File: config.mk
export PLATFORM = sky130hd
export DESIGN_NAME = ones_comp_sched
export DESIGN_NICKNAME = d
export VERILOG_FILES = /design/src/rtl/ones_comp_sched.sv
export SDC_FILE = /design/constraint.sdc
export NUM_CORES = 1
export LEC_CHECK = 0
export CORE_ASPECT_RATIO = 1.2
export CORE_UTILIZATION = 30
export DETAILED_ROUTE_END_ITERATION = 10
export PLACE_DENSITY = 0.52
export SYNTH_ARGS = -nofsm -noshare
export SYNTH_HDL_FRONTEND = slang
export SYNTH_SLANG_ARGS = --single-unit
File: constraint.sdc
create_clock -name clk -period 3.4 [get_ports clk]
set_input_delay 0.68 -clock clk [delete_from_list [all_inputs] [get_ports clk]]
set_output_delay 0.68 -clock clk [all_outputs]
set_load 0.01 [all_outputs]
File: src/rtl/ones_comp_sched.sv
// Two-requester scheduler in front of a bit-serial ones'-complement subtractor.
// One full-adder slice computes A + ~B in four cycles, then folds in the end-around carry in four more.
module ones_comp_sched (
  input  logic       clk,
  input  logic       reset,
  input  logic       req0,
  input  logic       req1,
  input  logic [3:0] a0,
  input  logic [3:0] b0,
  input  logic [3:0] a1,
  input  logic [3:0] b1,
  output logic       ack0,
  output logic       ack1,
  output logic       busy,
  output logic       done,
  output logic [3:0] y,
  output logic       done_id
);

  typedef enum logic [1:0] {IDLE, PASS1, PASS2, DONE} state_t;

  // Handshake: reqN is a level held until ackN pulses for one cycle; operands
  // are captured on the edge that raises ackN and may change afterwards.
  state_t     state_q;
  logic [3:0] a_q, b_q, sum_q, y_q;
  logic [1:0] bit_q;
  logic       c_q, eac_q, last_q, id_q;
  logic       ack0_q, ack1_q, busy_q, done_q, done_id_q;

  logic fa_a, fa_b, fa_cin, fa_s, fa_co;
  logic any_req, gnt;

  // The single shared full-adder slice and its operand steering.
  always_comb begin
    fa_a   = 1'b0;
    fa_b   = 1'b0;
    fa_cin = 1'b0;
    case (state_q)
      PASS1: begin
        fa_a   = a_q[bit_q];
        fa_b   = ~b_q[bit_q];
        fa_cin = c_q;
      end
      PASS2: begin
        fa_a   = sum_q[bit_q];
        fa_b   = 1'b0;
        fa_cin = (bit_q == 2'd0) ? eac_q : c_q;
      end
      default: ;
    endcase
    fa_s  = fa_a ^ fa_b ^ fa_cin;
    fa_co = (fa_a & fa_b) | (fa_cin & (fa_a ^ fa_b));
  end

  // Round-robin: on a tie, the requester not granted last wins.
  always_comb begin
    any_req = req0 | req1;
    if (req0 && req1) gnt = ~last_q;
    else              gnt = req1;
  end

  always_ff @(posedge clk) begin
    if (reset) begin
      state_q   <= IDLE;
      a_q       <= 4'd0;
      b_q       <= 4'd0;
      sum_q     <= 4'd0;
      y_q       <= 4'd0;
      bit_q     <= 2'd0;
      c_q       <= 1'b0;
      eac_q     <= 1'b0;
      last_q    <= 1'b1;
      id_q      <= 1'b0;
      ack0_q    <= 1'b0;
      ack1_q    <= 1'b0;
      busy_q    <= 1'b0;
      done_q    <= 1'b0;
      done_id_q <= 1'b0;
    end else begin
      ack0_q <= 1'b0;
      ack1_q <= 1'b0;
      done_q <= 1'b0;
      case (state_q)
        IDLE: begin
          if (any_req) begin
            last_q  <= gnt;
            id_q    <= gnt;
            a_q     <= gnt ? a1 : a0;
            b_q     <= gnt ? b1 : b0;
            ack0_q  <= ~gnt;
            ack1_q  <= gnt;
            busy_q  <= 1'b1;
            bit_q   <= 2'd0;
            c_q     <= 1'b0;
            sum_q   <= 4'd0;
            state_q <= PASS1;
          end
        end
        PASS1: begin
          sum_q[bit_q] <= fa_s;
          c_q          <= fa_co;
          bit_q        <= bit_q + 2'd1;
          if (bit_q == 2'd3) begin
            eac_q   <= fa_co;
            c_q     <= 1'b0;
            state_q <= PASS2;
          end
        end
        PASS2: begin
          sum_q[bit_q] <= fa_s;
          c_q          <= fa_co;
          bit_q        <= bit_q + 2'd1;
          // Final carry-out is dropped; result published on DONE entry.
          if (bit_q == 2'd3) begin
            y_q       <= {fa_s, sum_q[2:0]};
            done_id_q <= id_q;
            done_q    <= 1'b1;
            state_q   <= DONE;
          end
        end
        DONE: begin
          busy_q  <= 1'b0;
          state_q <= IDLE;
        end
        default: state_q <= IDLE;
      endcase
    end
  end

  assign ack0    = ack0_q;
  assign ack1    = ack1_q;
  assign busy    = busy_q;
  assign done    = done_q;
  assign y       = y_q;
  assign done_id = done_id_q;

endmodule

### Yosys cells after proc, flatten, opt, wreduce, memory -nomap -nowiden

Cells that the tools add are included.

| operators by class | value |
|---|---|
| add/subtract/negate cells | 1 |
| $mul | 0 |
| divide/modulo/power cells | 0 |
| order comparisons | 2 |
| eq/ne operators | 7 |
| shifts and indexed selects | 0 |
| muxes and demuxes | 30 |
| bitwise logic cells | 12 |
| reduce and logical (&&, ||, !) cells | 17 |

Operators with widths:

| cell | number |
|---|---|
| two-way mux 4 bit | 3 |
| AND reduction 2 bit | 6 |
| two-way mux 1 bit | 11 |
| two-way mux 2 bit | 4 |
| case mux 2 bit (4 select lines) | 1 |
| case mux 4 bit (2 select lines) | 1 |
| binary-select mux 1 bit (select 2 bit) | 3 |
| == test 2 bit, second input constant | 3 |
| inequality test 2 bit, second input constant | 3 |
| NOT 1 bit | 6 |
| case mux 1 bit (2 select lines) | 3 |
| bitwise mux 4 bit | 1 |
| logical NOT 2 bit | 2 |
| case mux 2 bit (2 select lines) | 1 |
| nonzero test 2 bit | 2 |
| OR reduction 2 bit | 2 |
| less-than comparator 2 x 3 -> 1 bit, second input constant | 1 |
| case mux 1 bit (3 select lines) | 1 |
| AND reduction 3 bit | 1 |
| nonzero test 3 bit | 1 |
| OR reduction 3 bit | 1 |
| adder 2 x 1 -> 2 bit, second input constant | 1 |
| bitwise AND 1 bit | 2 |
| demux 1 bit (select 2 bit) | 1 |
| other kinds (5) | 8 |

| word-level totals | value |
|---|---|
| register bits after elaboration | 29 |
| latch bits | 0 |
| RAM bits | 0 |
| bits in read-only memories | 0 |
| input port bits | 20 |
| word-level logic and storage cells | 84 |
| memories kept | 0 |

### Logic depth before layout (Yosys ltp)

Gate-level depths: netlist (run 1).

| logic depth | value |
|---|---|
| depth after elaboration | 9 |
| mapped depth | 8 |
| gate-level depth less buffers | 8 |

### Worst setup path after synthesis (run 1)

Ideal clock, no wire load.

| timing path | value |
|---|---|
| path kind | register -> register |
| start point | register state_q[0] |
| end point | register sum_q[3] |
| library setup time | 0.132 ns |
| data arrival time | 1.950 ns |
| data required time | 3.268 ns |
| path slack | 1.318 ns |
| stages on the path, launching flop included | 8 |
| cells stage by stage | dfxtp_1 -> inv_1 -> ha_1 -> clkbuf_1 -> a21boi_0 -> fa_1 -> nand4_1 -> a21oi_1 |

| between the ends | value |
|---|---|
| word-level cells in the longest chain between the ends | 6 |
| elaborated cells on any way between the ends | 14 |
| classes of those cells | 3 x eq/ne; 5 x mux; 2 x bitwise; 4 x reduce/logical |

Ends and longest elaborated chain:

| item | RTL line | RTL |
|---|---|---|
| start, declared | 24 | `state_t state_q;` |
| start signal, assigned | 64 | `state_q <= IDLE;` |
| start signal, assigned | 96 | `state_q <= PASS1;` |
| start signal, assigned | 106 | `state_q <= PASS2;` |
| == test 2 bit / == test 2 x 1 -> 1 bit (equally long branches) | 38 | `case (state_q)` |
| case mux 1 bit (2 select lines) / two-way mux 1 bit (equally long branches) | 38 |  |
| XOR 1 bit | 51 | `fa_s = fa_a ^ fa_b ^ fa_cin;` |
| XOR 1 bit (*) | 51 |  |
| named net fa_s | 30 | `logic fa_a, fa_b, fa_cin, fa_s, fa_co;` |
| bitwise mux 4 bit (*) | 100, 110 |  |
| case mux 4 bit (2 select lines) (*) | 83 | `case (state_q)` |
| end signal, assigned by index | 100 | `sum_q[bit_q] <= fa_s;` |
| end signal, assigned by index | 110 | `sum_q[bit_q] <= fa_s;` |
| end, declared | 25 | `logic [3:0] a_q, b_q, sum_q, y_q;` |

The timed path passes the listed nets; every way through them passes the cells marked *.
A chain may end at the register's enable or synchronous reset.

### Worst setup path after layout (run 1)

| timing path | value |
|---|---|
| start point | register state_q[0] |
| end point | register sum_q[0] |

Same word-level chain as after synthesis.

==> results.txt, run 1 <==
Worst skew pair latency -> 0.28 ns
Core outline area -> 4630 sq um
Largest net degree at the start of global routing -> 19
Worst slew margin -> 53.7%
Clock sinks -> 29
TNS Setup -> 0 ns
Crit end category -> flip-flop
Yosys Warn Count -> 0
Iteration-0 DRC count of the detailed router -> 39
Period minus WS final -> 2.28 ns
Switching share of power -> 38.6%
Syn_nets -> 186
Worst setup path endpoint -> sum_q[0]
Crit path from -> state_q[0]
Psw -> 498 uW
Crit path buf inv count -> 1
Synth unique cells -> 33
CTS clock-pin slew for the worst setup and hold paths -> 0.06 ns
Max VDD drop -> 0.296 mV
Share of layout cells above drive strength 1 -> 7.10%
Post-synth top cells -> dfxtp_1, a21oi_1, nor2_1, nand3_1
Top_reg_cell synth -> dfxtp_1
HPWL after DPL -> 2170 um
Adder-cell share of the synthesized area -> 8.27%
Post-Route WL -> 3000 um
PostCTS Resize Cnt -> 0
Syn avg cell area -> 9.25 sq um
Routed Antenna Nets -> 0
Max Slew Vio Count -> 0
RePlAce Congestion -> 0.738
Setup Fix Bufs, Post-CTS -> 0
Crit Path Category -> reg2reg
Final Setup Violations -> 0
Worst-path fanout max -> 12
Total number of vias -> 1,202
Sequential share of the synthesized area -> 40.0%
Simple-gate share of the synthesized area -> 17.3%
WP depth -> 8
GR Util All Layers -> 13.2%
Top-area cell type share of the netlist area -> 40.0%
Critical Path Max Stage Delay -> 0.63 ns
Critical Path AT -> 2.47 ns
Combinational family with the most area after synthesis -> compound AO/OA/AOI/OAI gates
Vias in the first global route -> 1,153
Static leakage -> 0.656 nW
Power Total -> 1.29 mW
Number of max-cap violations -> 0
Seq cells post-synth -> 29
Grt total ovfl -> 0
RSZ-0062 raised after global routing -> false
IO Pins -> 29
Initial antenna violation count -> 0
Startpoint types -> flip-flop
Main area contributors after synthesis -> dfxtp_1, ha_1, a21oi_1, mux2i_1, a211oi_1
Routed WL per cell -> 12.5 um
Worst Hold Class -> reg2reg
Compound-gate portion of the synthesized area -> 19.2%
CP Data Required Time -> 3.59 ns
H-Tree Level Count -> 2
Reg2Reg Depth -> 8
Pre-antenna DRT Iters -> 5
Vias per inst -> 4.99
Fin crit share -> 67.2%
Row cnt -> 27
NumNets Final -> 211
Int Power -> 793 uW
Clock Tree Buf Depth -> 2
Worst Max-Slew Pin Slew -> 0.692 ns
Count leader, synth -> dfxtp_1
Sequential power share -> 36.9%
Logic pwr share -> 42.4%
CTS Buf Count -> 5
Die area -> 5130 sq um
Post-synthesis mux area share -> 10.2%
Final hold violation count -> 0
Die Ht -> 78.2 um
Post-synth ARST share -> 0%
# diodes -> 0
Post-synth EDFFs -> 0
Hold Buf Count CTS -> 0
Root Buffer -> clkbuf_8
Post-Syn Area -> 1450 sq um
Residual DRC -> 0
Crit-path cells -> inv_1 -> ha_1 -> nor2b_1 -> o21ai_0 -> a21boi_0 -> fa_1 -> nand4_1 -> a21oi_1
Proportion of power drawn by the clock network -> 20.7%
Clock Skew -> 0.00639 ns
Starting Density -> 31.4%
Worst r2r src -> state_q[0]
CTS tree -> done
Outcome -> finished clean
Slowest stage cell, crit path -> fa_1
PortBufs -> 28
Post-Syn Instances -> 157
Die width -> 65.5 um
Max Fclk -> 438 MHz
First-pass GRT wire length -> 5220 um
Area leader, netlist -> dfxtp_1
R2R Path End -> sum_q[0]
XOR/XNOR Fraction of Synth Area -> 0%
Setup slack, reg-to-reg -> 1.12 ns
CP delay by family, top -> adder cells
Pwr/cell area -> 704 nW/um^2
Area grow syn2layout -> 26.3%
tightest hold or removal path: cells and delay by family (launching register included):
kind             cells  cell delay (ns)
AO/OA/AOI/OAI        1             0.05
flip-flops           1             0.31
AND/OR/NAND/NOR      1             0.05
per-layer routing:
layer	track usage, %	routed length [um]	share of wire, %	vias up
met2	22.5	1430	48	38
met4	5.65	48	1.6	0
met5	0	0	0	-
met1	15.2	1400	46	543
met3	3.63	126	4.2	7
li1	-	-	-	614
cells in the final DEF, fill, tap and decap left out, types with 3 or more instances in the layout:
| master | count |
|---|---|
| o31ai_1 | 4 |
| nand4_1 | 4 |
| nand3_1 | 12 |
| nand2_1 | 9 |
| nor2b_1 | 7 |
| mux4_2 | 3 |
| clkbuf_1 | 3 |
| clkdlybuf4s50_1 | 28 |
| dfxtp_1 | 29 |
| ha_1 | 8 |
| mux2i_1 | 8 |
| nor2_1 | 13 |
| a211oi_1 | 9 |
| o21ai_0 | 5 |
| clkbuf_8 | 5 |
| inv_1 | 4 |
| a21oi_1 | 16 |
sequential cells by signal, indices dropped and copies added, names as in the netlist, 2 cells and up:
name     count
sum_q        4
state_q      2
y            4
a_q          4
b_q          4
bit_q        2
cell type report:
cell class              count  area (sq um)
fillers                   436          2790
multi-input cells         113           798
flip-flops and latches     29           581
inverters                   4          15.0
well taps                  58          72.6
repair buffers             29           288
clock buffers               8          80.1
kinds of logic after synthesis:
group           count (synthesis)
compound gates                 43
fa+ha+maj                       9
buf+inv                        15
flops                          29
mux                            11
simple gates                   50
worst min path at each step:
| stage | start | to | slack [ns] | cells past startpoint |
|---|---|---|---|---|
| 2_1_floorplan | eac_q | eac_q | 0.44 | 2 |
| 3_3_place_gp | y[0] | y[0] | 0.44 | 2 |
| 3_5_place_dp | y[3] | y[3] | 0.45 | 2 |
| 4_1_cts | y[3] | y[3] | 0.46 | 2 |
| 5_1_grt | y[1] | y[1] | 0.47 | 2 |
| 6_report | y[3] | y[3] | 0.45 | 2 |
stage by stage:
| step | std cells | util [%] | hold WS [ns] | setup slack (ns) | cell area [sq um] |
|---|---|---|---|---|---|
| after floorplan | 157 | - | 0.437 | 1.32 | 1450 |
| after global placement | 233 | 37.9 | 0.444 | 1.10 | 1750 |
| after detailed placement | 233 | 37.9 | 0.452 | 1.00 | 1750 |
| after CTS | 241 | 39.6 | 0.460 | 1.13 | 1830 |
| after global routing | 241 | 39.6 | 0.474 | 0.958 | 1830 |
| final | 241 | 39.6 | 0.455 | 1.12 | 1830 |
power by group through the flow:
stage / clock network [mW] / registers [mW] / logic [mW]
3_5_place_dp: 0 / 0.484 / 0.545
4_1_cts: 0.276 / 0.477 / 0.548
6_report: 0.268 / 0.476 / 0.547
5_1_grt: 0.288 / 0.489 / 0.609
3_3_place_gp: 0 / 0.480 / 0.533
2_1_floorplan: 0 / 0.471 / 0.436
Power figures use the tool's default switching activity.
==> run 2: changes to the inputs <==
Clock period 3.4 ns to 2.3 ns, I/O delays scaled along.
==> run 2 against run 1 <==
Effect of this change:
- non-clock buffer count is 7 higher
- core utilization is 1.3 points higher
- cell area is 3.3% higher
- critical path type unchanged
- largest cell class unchanged
==> results.txt, run 2 (synthesized netlist as in run 1, its figures left out) <==
# diodes -> 0
Worst Hold Class -> reg2reg
RePlAce Congestion -> 0.814
CTS Buf Count -> 5
Total number of vias -> 1,230
CTS clock-pin slew for the worst setup and hold paths -> 0.06 ns
Worst r2r src -> state_q[0]
Share of layout cells above drive strength 1 -> 13.2%
Worst Max-Slew Pin Slew -> 0.522 ns
Pre-CTS WS -> 0.0538 ns
Worst skew pair latency -> 0.27 ns
Worst-path fanout max -> 10
Post-Route WL -> 3080 um
Setup slack, reg-to-reg -> 0.18 ns
Vias in the first global route -> 1,171
Critical Path AT -> 2.28 ns
Worst hold start -> done_id
Hold endpoint -> done_id
Post-Layout Cell Count -> 248
Critical Path Max Stage Delay -> 0.55 ns
RSZ-0062 raised after global routing -> false
Multi-input gate area -> 803 sq um
First-pass GRT wire length -> 5240 um
Area grow syn2layout -> 30.5%
Setup WS post-layout -> 0.176 ns
Max Slew Vio Count -> 0
GR Util All Layers -> 13.3%
Max VDD drop -> 0.567 mV
Layout fillers -> 453
Routed WL per cell -> 12.4 um
Placed instance area -> 1810 sq um
Crit-path cells -> inv_1 -> ha_1 -> a21boi_0 -> fa_2 -> nand4_1 -> a21oi_1
R2R Path End -> sum_q[1]
Crit path buf inv count -> 1
Row cnt -> 27
Static leakage -> 0.693 nW
Clock Tree Buf Depth -> 2
Fin crit share -> 92.4%
Crit Path Category -> reg2reg
Worst slew margin -> 65.1%
H-Tree Level Count -> 2
HPWL after DPL -> 2350 um
Outcome -> finished clean
Pwr/cell area -> 1040 nW/um^2
Vias per inst -> 4.96
Seq. cell area -> 582 sq um
Die Ht -> 78.2 um
Core outline area -> 4630 sq um
Die width -> 65.5 um
Period minus WS final -> 2.12 ns
Clock sinks -> 29
Starting Density -> 31.4%
Final Setup Violations -> 0
Reg2Reg Depth -> 6
Power Total -> 1.97 mW
NumNets Final -> 218
Initial antenna violation count -> 0
CP Data Required Time -> 2.46 ns
Iteration-0 DRC count of the detailed router -> 30
Grt total ovfl -> 0
Startpoint types -> flip-flop
Hold Path Stages -> 2
Residual DRC -> 0
Final hold violation count -> 0
Die area -> 5130 sq um
Hold Buf Count CTS -> 0
Max Fclk -> 471 MHz
Crit end category -> flip-flop
Cells after DPL -> 240
PortBufs -> 28
Pre-antenna DRT Iters -> 4
Clock Skew -> 0.00487 ns
CTS tree -> done
Post-route cell area -> 1900 sq um
TNS Setup -> 0 ns
Root Buffer -> clkbuf_8
Commonest cells after routing, fill and taps aside -> dfxtp_1, clkdlybuf4s50_1, a21oi_1
Routed Antenna Nets -> 0
Final core utilization -> 41.0%
Hold WS -> 0.454 ns
Slowest stage cell, crit path -> fa_2
Number of max-cap violations -> 0
Largest net degree at the start of global routing -> 17
IO Pins -> 29
CP delay by family, top -> adder cells
[run 2: worst max-delay path by stage]
stage / from / to / depth (start not counted)
floorplan: state_q[0] / sum_q[3] / 7
global placement: bit_q[0] / sum_q[1] / 8
detailed placement: bit_q[0] / sum_q[1] / 8
CTS: bit_q[0] / sum_q[1] / 8
global route: bit_q[0] / sum_q[1] / 8
finish: state_q[0] / sum_q[1] / 6
[run 2: metal layers]
| layer | track usage (%) | routed length (um) |
|---|---|---|
| met1 | 14.4 | 1300 |
| met3 | 3.63 | 152 |
| met5 | 0 | 0 |
| met2 | 23.9 | 1600 |
| met4 | 5.43 | 29 |
[run 2: area by class of cell]
| class | count | share of cell area [%] |
|---|---|---|
| multi-input cells | 113 | 42.4 |
| flip-flops and latches | 29 | 30.7 |
| repair buffers | 36 | 18.0 |
| clock buffers | 6 | 3.83 |
| well taps | 58 | 3.83 |
| inverters | 4 | 0.792 |
| clock inverters | 2 | 0.528 |
[run 2: repair_timing]
item / in CTS / in global routing
gates resized for setup: 0 / 3
buffers inserted: 0 / 0
hold endpoints to repair: 0 / 0
setup endpoints to repair: 0 / 5
[run 2: where the power goes]
part / internal [mW] / switching, mW / total [mW]
Clock: 0.209 / 0.185 / 0.394
Combinational: 0.395 / 0.480 / 0.875
Sequential: 0.617 / 0.0823 / 0.699
[run 2: tightest hold or removal path, delay by kind of cell, from the launching register on]
family,cells,cell delay (ns)
AND/OR/NAND/NOR,1,0.05
AO/OA/AOI/OAI,1,0.05
flip-flops,1,0.31
==> run 3: changes to the inputs <==
Settings changed: SKIP_CTS_REPAIR_TIMING set to 1.
==> results of run 3 <==
The final DEF is identical to that of run 2; final timing and power are the same.
